$ cat config.mk
export PLATFORM = sky130hd
export DESIGN_NAME = neuron_layer_sequencer_flat
export DESIGN_NICKNAME = d
export VERILOG_FILES = /design/src/rtl/neuron_layer_sequencer_pkg.sv /design/src/rtl/neuron_layer_sequencer_if.sv /design/src/rtl/neuron_layer_sequencer_batch_address_gen.sv /design/src/rtl/neuron_layer_sequencer.sv /design/src/flat_wrapper.sv
export SDC_FILE = /design/constraint.sdc
export NUM_CORES = 1
export LEC_CHECK = 0
export CORE_ASPECT_RATIO = 1.25
export CORE_MARGIN = 2
export CORE_UTILIZATION = 51
export DETAILED_ROUTE_END_ITERATION = 10
export GPL_ROUTABILITY_DRIVEN = 0
export PLACE_DENSITY = 0.81
export SKIP_CTS_REPAIR_TIMING = 1
export SYNTH_ARGS = -nofsm -noshare
export SYNTH_HDL_FRONTEND = slang
export SYNTH_SLANG_ARGS = --single-unit
export TNS_END_PERCENT = 10
$ cat constraint.sdc
create_clock -name clk -period 4.7 [get_ports clk]
set_input_delay 1.175 -clock clk [delete_from_list [all_inputs] [get_ports clk]]
set_output_delay 1.175 -clock clk [all_outputs]
set_load 0.005 [all_outputs]
$ cat src/rtl/neuron_layer_sequencer_pkg.sv
// Shared constants, state encoding and bias sign-extension for the layer sequencer.
// NUM_INPUTS must be a whole multiple of LANES; BATCHES truncates otherwise.
package neuron_layer_sequencer_pkg;

   localparam int NUM_INPUTS   = 784;
   localparam int LANES        = 16;
   localparam int NUM_NEURONS  = 10;
   localparam int WEIGHT_WIDTH = 19;
   localparam int OUTPUT_WIDTH = 26;

   localparam int BATCHES = NUM_INPUTS / LANES;
   localparam int PIX_AW  = $clog2(BATCHES);
   localparam int WGT_AW  = $clog2(NUM_NEURONS * BATCHES);
   localparam int N_AW    = $clog2(NUM_NEURONS);

   typedef enum logic [2:0] {
      ST_IDLE,
      ST_ISSUE,
      ST_DRAIN,
      ST_WRITE,
      ST_DONE
   } seq_state_t;

   // 1.18 bias aligned to the 8.18 accumulator by replicating its sign bit
   function automatic logic [OUTPUT_WIDTH-1:0] sext_bias(input logic [WEIGHT_WIDTH-1:0] b);
      return {{(OUTPUT_WIDTH-WEIGHT_WIDTH){b[WEIGHT_WIDTH-1]}}, b};
   endfunction

endpackage

$ cat src/rtl/neuron_layer_sequencer_if.sv
// Control, memory-address and MAC-engine signals of the layer sequencer.
// master = the sequencer, slave = inference control, memories and MAC engine.
interface neuron_layer_sequencer_if;
   import neuron_layer_sequencer_pkg::*;

   logic                    start;
   logic                    abort;
   logic                    hold;
   logic                    busy;
   logic                    done;
   logic [PIX_AW-1:0]       pix_addr;
   logic [WGT_AW-1:0]       wgt_addr;
   logic [N_AW-1:0]         bias_addr;
   logic [WEIGHT_WIDTH-1:0] bias_data;
   logic                    mac_en;
   logic                    mac_first;
   logic                    mac_last;
   logic                    mac_flush;
   logic                    acc_valid;
   logic [OUTPUT_WIDTH-1:0] acc_data;
   logic                    res_we;
   logic [N_AW-1:0]         res_addr;
   logic [OUTPUT_WIDTH-1:0] res_data;

   modport master (
      input  start, abort, hold, bias_data, acc_valid, acc_data,
      output busy, done, pix_addr, wgt_addr, bias_addr,
             mac_en, mac_first, mac_last, mac_flush,
             res_we, res_addr, res_data
   );

   modport slave (
      output start, abort, hold, bias_data, acc_valid, acc_data,
      input  busy, done, pix_addr, wgt_addr, bias_addr,
             mac_en, mac_first, mac_last, mac_flush,
             res_we, res_addr, res_data
   );

endinterface

$ cat src/rtl/neuron_layer_sequencer_batch_address_gen.sv
// Batch/neuron counters and registered beat addressing for the shared MAC engine.
// clear and advance may coincide: the beat is then issued from batch 0 of neuron 0.
module neuron_layer_sequencer_batch_address_gen
   import neuron_layer_sequencer_pkg::*;
(
   input  logic              clk,
   input  logic              rst,
   input  logic              clear,
   input  logic              advance,
   input  logic              next_neuron,
   output logic [PIX_AW-1:0] pix_addr,
   output logic [WGT_AW-1:0] wgt_addr,
   output logic              mac_first,
   output logic              mac_last,
   output logic [N_AW-1:0]   neuron,
   output logic              batch_last,
   output logic              neuron_last
);

   localparam logic [PIX_AW-1:0] LAST_BATCH = PIX_AW'(BATCHES - 1);

   logic [PIX_AW-1:0] batch;
   logic [PIX_AW-1:0] batch_cur;
   logic [N_AW-1:0]   neuron_cur;
   logic [WGT_AW-1:0] wgt_base;
   logic [WGT_AW-1:0] wgt_base_cur;

   // wgt_base tracks neuron*BATCHES incrementally so no multiplier is needed
   always_comb begin
      batch_cur    = clear ? '0 : batch;
      neuron_cur   = neuron;
      wgt_base_cur = wgt_base;
      if (clear) begin
         neuron_cur   = '0;
         wgt_base_cur = '0;
      end else if (next_neuron) begin
         neuron_cur   = neuron + 1'b1;
         wgt_base_cur = wgt_base + WGT_AW'(BATCHES);
      end
   end

   assign batch_last  = (batch == LAST_BATCH);
   assign neuron_last = (neuron == N_AW'(NUM_NEURONS - 1));

   always_ff @(posedge clk or posedge rst) begin
      if (rst) begin
         batch     <= '0;
         neuron    <= '0;
         wgt_base  <= '0;
         pix_addr  <= '0;
         wgt_addr  <= '0;
         mac_first <= 1'b0;
         mac_last  <= 1'b0;
      end else begin
         neuron    <= neuron_cur;
         wgt_base  <= wgt_base_cur;
         mac_first <= 1'b0;
         mac_last  <= 1'b0;
         if (advance) begin
            pix_addr  <= batch_cur;
            wgt_addr  <= wgt_base_cur + WGT_AW'(batch_cur);
            mac_first <= (batch_cur == '0);
            mac_last  <= (batch_cur == LAST_BATCH);
            batch     <= (batch_cur == LAST_BATCH) ? '0 : batch_cur + 1'b1;
         end else begin
            batch <= batch_cur;
            if (clear) begin
               pix_addr <= '0;
               wgt_addr <= '0;
            end
         end
      end
   end

endmodule

$ cat src/rtl/neuron_layer_sequencer.sv
// Sequences one pipelined MAC engine across every neuron of a fully connected layer.
//
//   state    | meaning
//   ---------+-----------------------------------------------------------
//   IDLE     | waiting for start; all strobes low
//   ISSUE    | streaming batches to the MAC engine, stalled by hold
//   DRAIN    | all beats issued, waiting for acc_valid
//   WRITE    | result strobe for this neuron; next neuron's beat 0 issues
//   DONE     | done pulse, busy still high
module neuron_layer_sequencer
   import neuron_layer_sequencer_pkg::*;
(
   input  logic                     clk,
   input  logic                     rst,
   neuron_layer_sequencer_if.master bus
);

   seq_state_t state;

   logic advance;
   logic clear;
   logic next_neuron;
   logic batch_last;
   logic neuron_last;

   logic [N_AW-1:0]         neuron;
   logic [PIX_AW-1:0]       pix_addr;
   logic [WGT_AW-1:0]       wgt_addr;
   logic                    mac_first;
   logic                    mac_last;
   logic                    busy_q;
   logic                    done_q;
   logic                    mac_en_q;
   logic                    mac_flush_q;
   logic                    res_we_q;
   logic [N_AW-1:0]         res_addr_q;
   logic [OUTPUT_WIDTH-1:0] res_data_q;

   // Beat 0 goes out on the edge that enters ISSUE, so neurons run back to back
   always_comb begin
      advance     = 1'b0;
      clear       = 1'b0;
      next_neuron = 1'b0;
      case (state)
         ST_IDLE: begin
            clear   = bus.start;
            advance = bus.start & ~bus.hold;
         end
         ST_ISSUE: begin
            clear   = bus.abort;
            advance = ~bus.abort & ~bus.hold;
         end
         ST_WRITE: begin
            clear       = bus.abort;
            next_neuron = ~bus.abort & ~neuron_last;
            advance     = next_neuron & ~bus.hold;
         end
         default: clear = bus.abort;
      endcase
   end

   neuron_layer_sequencer_batch_address_gen u_addr_gen (
      .clk         (clk),
      .rst         (rst),
      .clear       (clear),
      .advance     (advance),
      .next_neuron (next_neuron),
      .pix_addr    (pix_addr),
      .wgt_addr    (wgt_addr),
      .mac_first   (mac_first),
      .mac_last    (mac_last),
      .neuron      (neuron),
      .batch_last  (batch_last),
      .neuron_last (neuron_last)
   );

   always_ff @(posedge clk or posedge rst) begin
      if (rst) begin
         state       <= ST_IDLE;
         busy_q      <= 1'b0;
         done_q      <= 1'b0;
         mac_en_q    <= 1'b0;
         mac_flush_q <= 1'b0;
         res_we_q    <= 1'b0;
         res_addr_q  <= '0;
         res_data_q  <= '0;
      end else begin
         done_q      <= 1'b0;
         mac_flush_q <= 1'b0;
         res_we_q    <= 1'b0;
         mac_en_q    <= advance;
         if (state != ST_IDLE && bus.abort) begin
            state       <= ST_IDLE;
            busy_q      <= 1'b0;
            mac_flush_q <= 1'b1;
         end else begin
            case (state)
               ST_IDLE: begin
                  if (bus.start) begin
                     state  <= ST_ISSUE;
                     busy_q <= 1'b1;
                  end
               end
               ST_ISSUE: begin
                  if (advance && batch_last) state <= ST_DRAIN;
               end
               ST_DRAIN: begin
                  if (bus.acc_valid) begin
                     state      <= ST_WRITE;
                     res_we_q   <= 1'b1;
                     res_addr_q <= neuron;
                     res_data_q <= bus.acc_data + sext_bias(bus.bias_data);
                  end
               end
               ST_WRITE: begin
                  if (neuron_last) begin
                     state  <= ST_DONE;
                     done_q <= 1'b1;
                  end else begin
                     state <= ST_ISSUE;
                  end
               end
               ST_DONE: begin
                  state  <= ST_IDLE;
                  busy_q <= 1'b0;
               end
               default: begin
                  state  <= ST_IDLE;
                  busy_q <= 1'b0;
               end
            endcase
         end
      end
   end

   assign bus.busy      = busy_q;
   assign bus.done      = done_q;
   assign bus.pix_addr  = pix_addr;
   assign bus.wgt_addr  = wgt_addr;
   assign bus.bias_addr = neuron;
   assign bus.mac_en    = mac_en_q;
   assign bus.mac_first = mac_first;
   assign bus.mac_last  = mac_last;
   assign bus.mac_flush = mac_flush_q;
   assign bus.res_we    = res_we_q;
   assign bus.res_addr  = res_addr_q;
   assign bus.res_data  = res_data_q;

endmodule

$ cat src/flat_wrapper.sv
// flat-port wrapper written by rule: the top's interface ports become plain ports
module neuron_layer_sequencer_flat import neuron_layer_sequencer_pkg::*;
  (clk, rst, bus_start, bus_abort, bus_hold, bus_bias_data, bus_acc_valid, bus_acc_data, bus_busy, bus_done, bus_pix_addr, bus_wgt_addr, bus_bias_addr, bus_mac_en, bus_mac_first, bus_mac_last, bus_mac_flush, bus_res_we, bus_res_addr, bus_res_data);
  neuron_layer_sequencer_if bus_i ();
  input  logic clk;
  input  logic rst;
  input wire logic [$bits(bus_i.start)-1:0] bus_start;
  input wire logic [$bits(bus_i.abort)-1:0] bus_abort;
  input wire logic [$bits(bus_i.hold)-1:0] bus_hold;
  input wire logic [$bits(bus_i.bias_data)-1:0] bus_bias_data;
  input wire logic [$bits(bus_i.acc_valid)-1:0] bus_acc_valid;
  input wire logic [$bits(bus_i.acc_data)-1:0] bus_acc_data;
  output wire logic [$bits(bus_i.busy)-1:0] bus_busy;
  output wire logic [$bits(bus_i.done)-1:0] bus_done;
  output wire logic [$bits(bus_i.pix_addr)-1:0] bus_pix_addr;
  output wire logic [$bits(bus_i.wgt_addr)-1:0] bus_wgt_addr;
  output wire logic [$bits(bus_i.bias_addr)-1:0] bus_bias_addr;
  output wire logic [$bits(bus_i.mac_en)-1:0] bus_mac_en;
  output wire logic [$bits(bus_i.mac_first)-1:0] bus_mac_first;
  output wire logic [$bits(bus_i.mac_last)-1:0] bus_mac_last;
  output wire logic [$bits(bus_i.mac_flush)-1:0] bus_mac_flush;
  output wire logic [$bits(bus_i.res_we)-1:0] bus_res_we;
  output wire logic [$bits(bus_i.res_addr)-1:0] bus_res_addr;
  output wire logic [$bits(bus_i.res_data)-1:0] bus_res_data;
  assign bus_i.start = bus_start;
  assign bus_i.abort = bus_abort;
  assign bus_i.hold = bus_hold;
  assign bus_i.bias_data = bus_bias_data;
  assign bus_i.acc_valid = bus_acc_valid;
  assign bus_i.acc_data = bus_acc_data;
  assign bus_busy = bus_i.busy;
  assign bus_done = bus_i.done;
  assign bus_pix_addr = bus_i.pix_addr;
  assign bus_wgt_addr = bus_i.wgt_addr;
  assign bus_bias_addr = bus_i.bias_addr;
  assign bus_mac_en = bus_i.mac_en;
  assign bus_mac_first = bus_i.mac_first;
  assign bus_mac_last = bus_i.mac_last;
  assign bus_mac_flush = bus_i.mac_flush;
  assign bus_res_we = bus_i.res_we;
  assign bus_res_addr = bus_i.res_addr;
  assign bus_res_data = bus_i.res_data;
  neuron_layer_sequencer u_core (.clk(clk), .rst(rst), .bus(bus_i));
endmodule
==> results.json <==
{
  "relSlewSlack_pct": 43.9,
  "clk_latency_ns": 0.34,
  "grt_max_degree": 38,
  "yosys_warnings": 0,
  "wl_um": 11800,
  "first_pass_iters": 5,
  "irDropWorstVdd_uv": 203,
  "grt_use_total_pct": 24.1,
  "num_antenna_cells": 0,
  "cts.sinks": 74,
  "antenna_found_initial": 0,
  "ys.flop_type": "dfrtp_1",
  "powerDensity_nw_per_um2": 292,
  "min_period_ns": 4.19,
  "required_ns": 4.95,
  "rr_endpoint": "u_core.u_addr_gen.wgt_addr[8]$_DFFE_PP0P_",
  "timing_worst_setup_path_type": "primary input to flip-flop",
  "drv_cap": 0,
  "netlist_area_um2": 4760,
  "synth_top_area_share_pct": 38.9,
  "die-width_um": 90.4,
  "seq_area_frac_synth_pct": 38.9,
  "worst_pin_slew_ns": 0.842,
  "io_buffers": 106,
  "final_cell_mix": "clkdlybuf4s50_1 (106), nand2_1 (81), dfrtp_1 (74), a21oi_1 (41), ha_1 (36)",
  "fin_ws_ns": 0.512,
  "clk_pin_slew_ns": 0.06,
  "post-route-drc-count": 0,
  "multi_input_area_um2": 2700,
  "drtIter0Drc": 163,
  "ant_nets": 0,
  "n_fill_cell": 773,
  "die_h_um": 112,
  "skew_ns": 0.00621,
  "overflow": 0,
  "fin_nets": 730,
  "slew_violations": 0,
  "ys_ff_latch": 74,
  "critPathLaunch": "bus_abort",
  "grt_pass1_vias": 4385,
  "fmax_ghz": 0.239,
  "synthArstFlopShare_pct": 100,
  "ys_types": 58,
  "vias_per_cell": 5.74,
  "clockRootBuffer": "clkbuf_16",
  "core_um2": 9130,
  "die-area_um2": 10100,
  "synthTopCellsByArea": "dfrtp_1 (39%), ha_1 (9.5%), nand2_1 (6.4%), a21oi_1 (4.3%), o21ai_0 (3.7%)",
  "ios": 107,
  "final_common_cell": "clkdlybuf4s50_1",
  "cts_tree": "yes",
  "p_leak_nw": 2.81,
  "reg2reg_depth": 13,
  "startpoint_type": "primary input",
  "dpl_worst_slack_ns": 0.227,
  "rr_startpoint": "u_core.u_addr_gen.neuron[0]$_DFFE_PP0P_",
  "cts_buffers": 9,
  "synth.largest_area_cell": "dfrtp_1",
  "min_from": "u_core.bus.res_data[3]$_DFFE_PP0P_",
  "fin_crit_sh_pct": 89.1,
  "status": "completed",
  "start_util_pct": 52.2,
  "tns_ns": 0,
  "seqCellArea_um2": 1850,
  "clock_path_buffers": 2,
  "worstPathArrival_ns": 4.44,
  "vias": 4414,
  "syn_avg_cell_area_um2": 8.75,
  "finalHoldViolations": 0,
  "min_path_cells": 2,
  "rsz0062_at_grt": "no",
  "hold_path_end": "u_core.bus.res_data[3]$_DFFE_PP0P_",
  "dp_hpwl_um": 9000,
  "grt_pass1_wl_um": 19900,
  "end_kind": "flip-flop",
  "crit_fanout": 7,
  "row_count": 39,
  "area_growth_pct": 30.2,
  "hp-class": "flip-flop to flip-flop",
  "worst-r2r-setup-slack_ns": 1.27,
  "drive_gt1_share_pct": 4.80,
  "htree_num_levels": 3,
  "synth_cells": 544,
  "setup_violations": 0,
  "synth-edff-count": 0,
  "detail_route.wl_per_cell_um": 15.3,
  "syn_nets": 633
}
stage by stage:
step	utilization [%]	hold WS, ns	instances	power (mW)	cell area (um2)
after floorplan	-	0.470	544	0.991	4760
after global placement	64.8	0.464	753	1.13	5910
after detailed placement	64.8	0.469	753	1.15	5910
after CTS	68.0	0.482	769	1.82	6200
after global routing	68.0	0.498	769	1.90	6200
final	68.0	0.479	769	1.81	6200
how the worst max path moves through the flow:
stage	slack [ns]	depth (start not counted)	to
floorplan	0.81	13	u_core.u_addr_gen.wgt_addr[8]$_DFFE_PP0P_
global placement	0.34	12	u_core.u_addr_gen.wgt_addr[8]$_DFFE_PP0P_
detailed placement	0.23	13	u_core.u_addr_gen.wgt_addr[8]$_DFFE_PP0P_
CTS	0.54	13	u_core.u_addr_gen.wgt_addr[8]$_DFFE_PP0P_
global route	0.30	13	u_core.u_addr_gen.wgt_addr[8]$_DFFE_PP0P_
finish	0.51	13	u_core.u_addr_gen.wgt_addr[8]$_DFFE_PP0P_
synth_stat cells, types with 10 or more instances:
library cell and n:
a21oi_1 41, buf_2 12, clkbuf_1 13, dfrtp_1 74, ha_1 36, inv_1 23, nand2_1 81, nand3_1 28
nand4_1 16, nor2_1 31, nor3_1 10, o21ai_0 35, xnor2_1 18, xor2_1 20
logic make-up after synthesis:
family	synth area share [%]
AND/OR/NAND/NOR	20.7
AO/OA/AOI/OAI	18.0
flip-flops	38.9
buffers and inverters	4.34
XOR/XNOR	6.99
adder cells (fa/ha/maj)	10.3
multiplexers	0.841
report_power, final:
part / switching [mW] / total (mW) / internal (mW)
registers: 0.0294 / 0.696 / 0.667
clock network: 0.263 / 0.672 / 0.409
logic: 0.255 / 0.444 / 0.189
total: 0.547 / 1.81 / 1.26
sequential cells by signal, indices dropped and copies added, names as in the netlist, 3 cells and up:
signal,flops
u_core.u_addr_gen.wgt_addr,9
u_core.state,3
u_core.u_addr_gen.wgt_base,9
u_core.u_addr_gen.neuron,4
u_core.u_addr_gen.batch,6
u_core.u_addr_gen.pix_addr,6
u_core.bus.res_addr,4
u_core.bus.res_data,26
layer usage:
| metal | share of wire (%) | up-vias | GRT usage [%] |
|---|---|---|---|
| met3 | 4.7 | 21 | 3.83 |
| met4 | 2.0 | 0 | 10.4 |
| met2 | 53 | 155 | 44.6 |
| met1 | 40 | 2108 | 27.6 |
| met5 | 0 | - | 0 |
| li1 | - | 2130 | - |
worst max-delay path, cell delays in order:
cell and delay (ns):
clkdlybuf4s50_1 0.51, nand4bb_1 0.33, nor2_1 0.36, xnor2_1 0.17, nor2_1 0.07, ha_1 0.26, fa_1 0.42, a21o_1 0.19
a21oi_1 0.20, o21ai_0 0.21, a311oi_1 0.31, a21oi_1 0.07, o22ai_1 0.16
layout make-up:
class / instances / area share, %
Sequential cell: 74 / 29.9
Tap cell: 123 / 2.48
Inverter: 24 / 1.45
Timing Repair Buffer: 113 / 18.0
Clock inverter: 5 / 0.888
Multi-Input combinational cell: 419 / 43.6
Clock buffer: 11 / 3.75
Note: power is estimated with default switching activity, not from simulation.
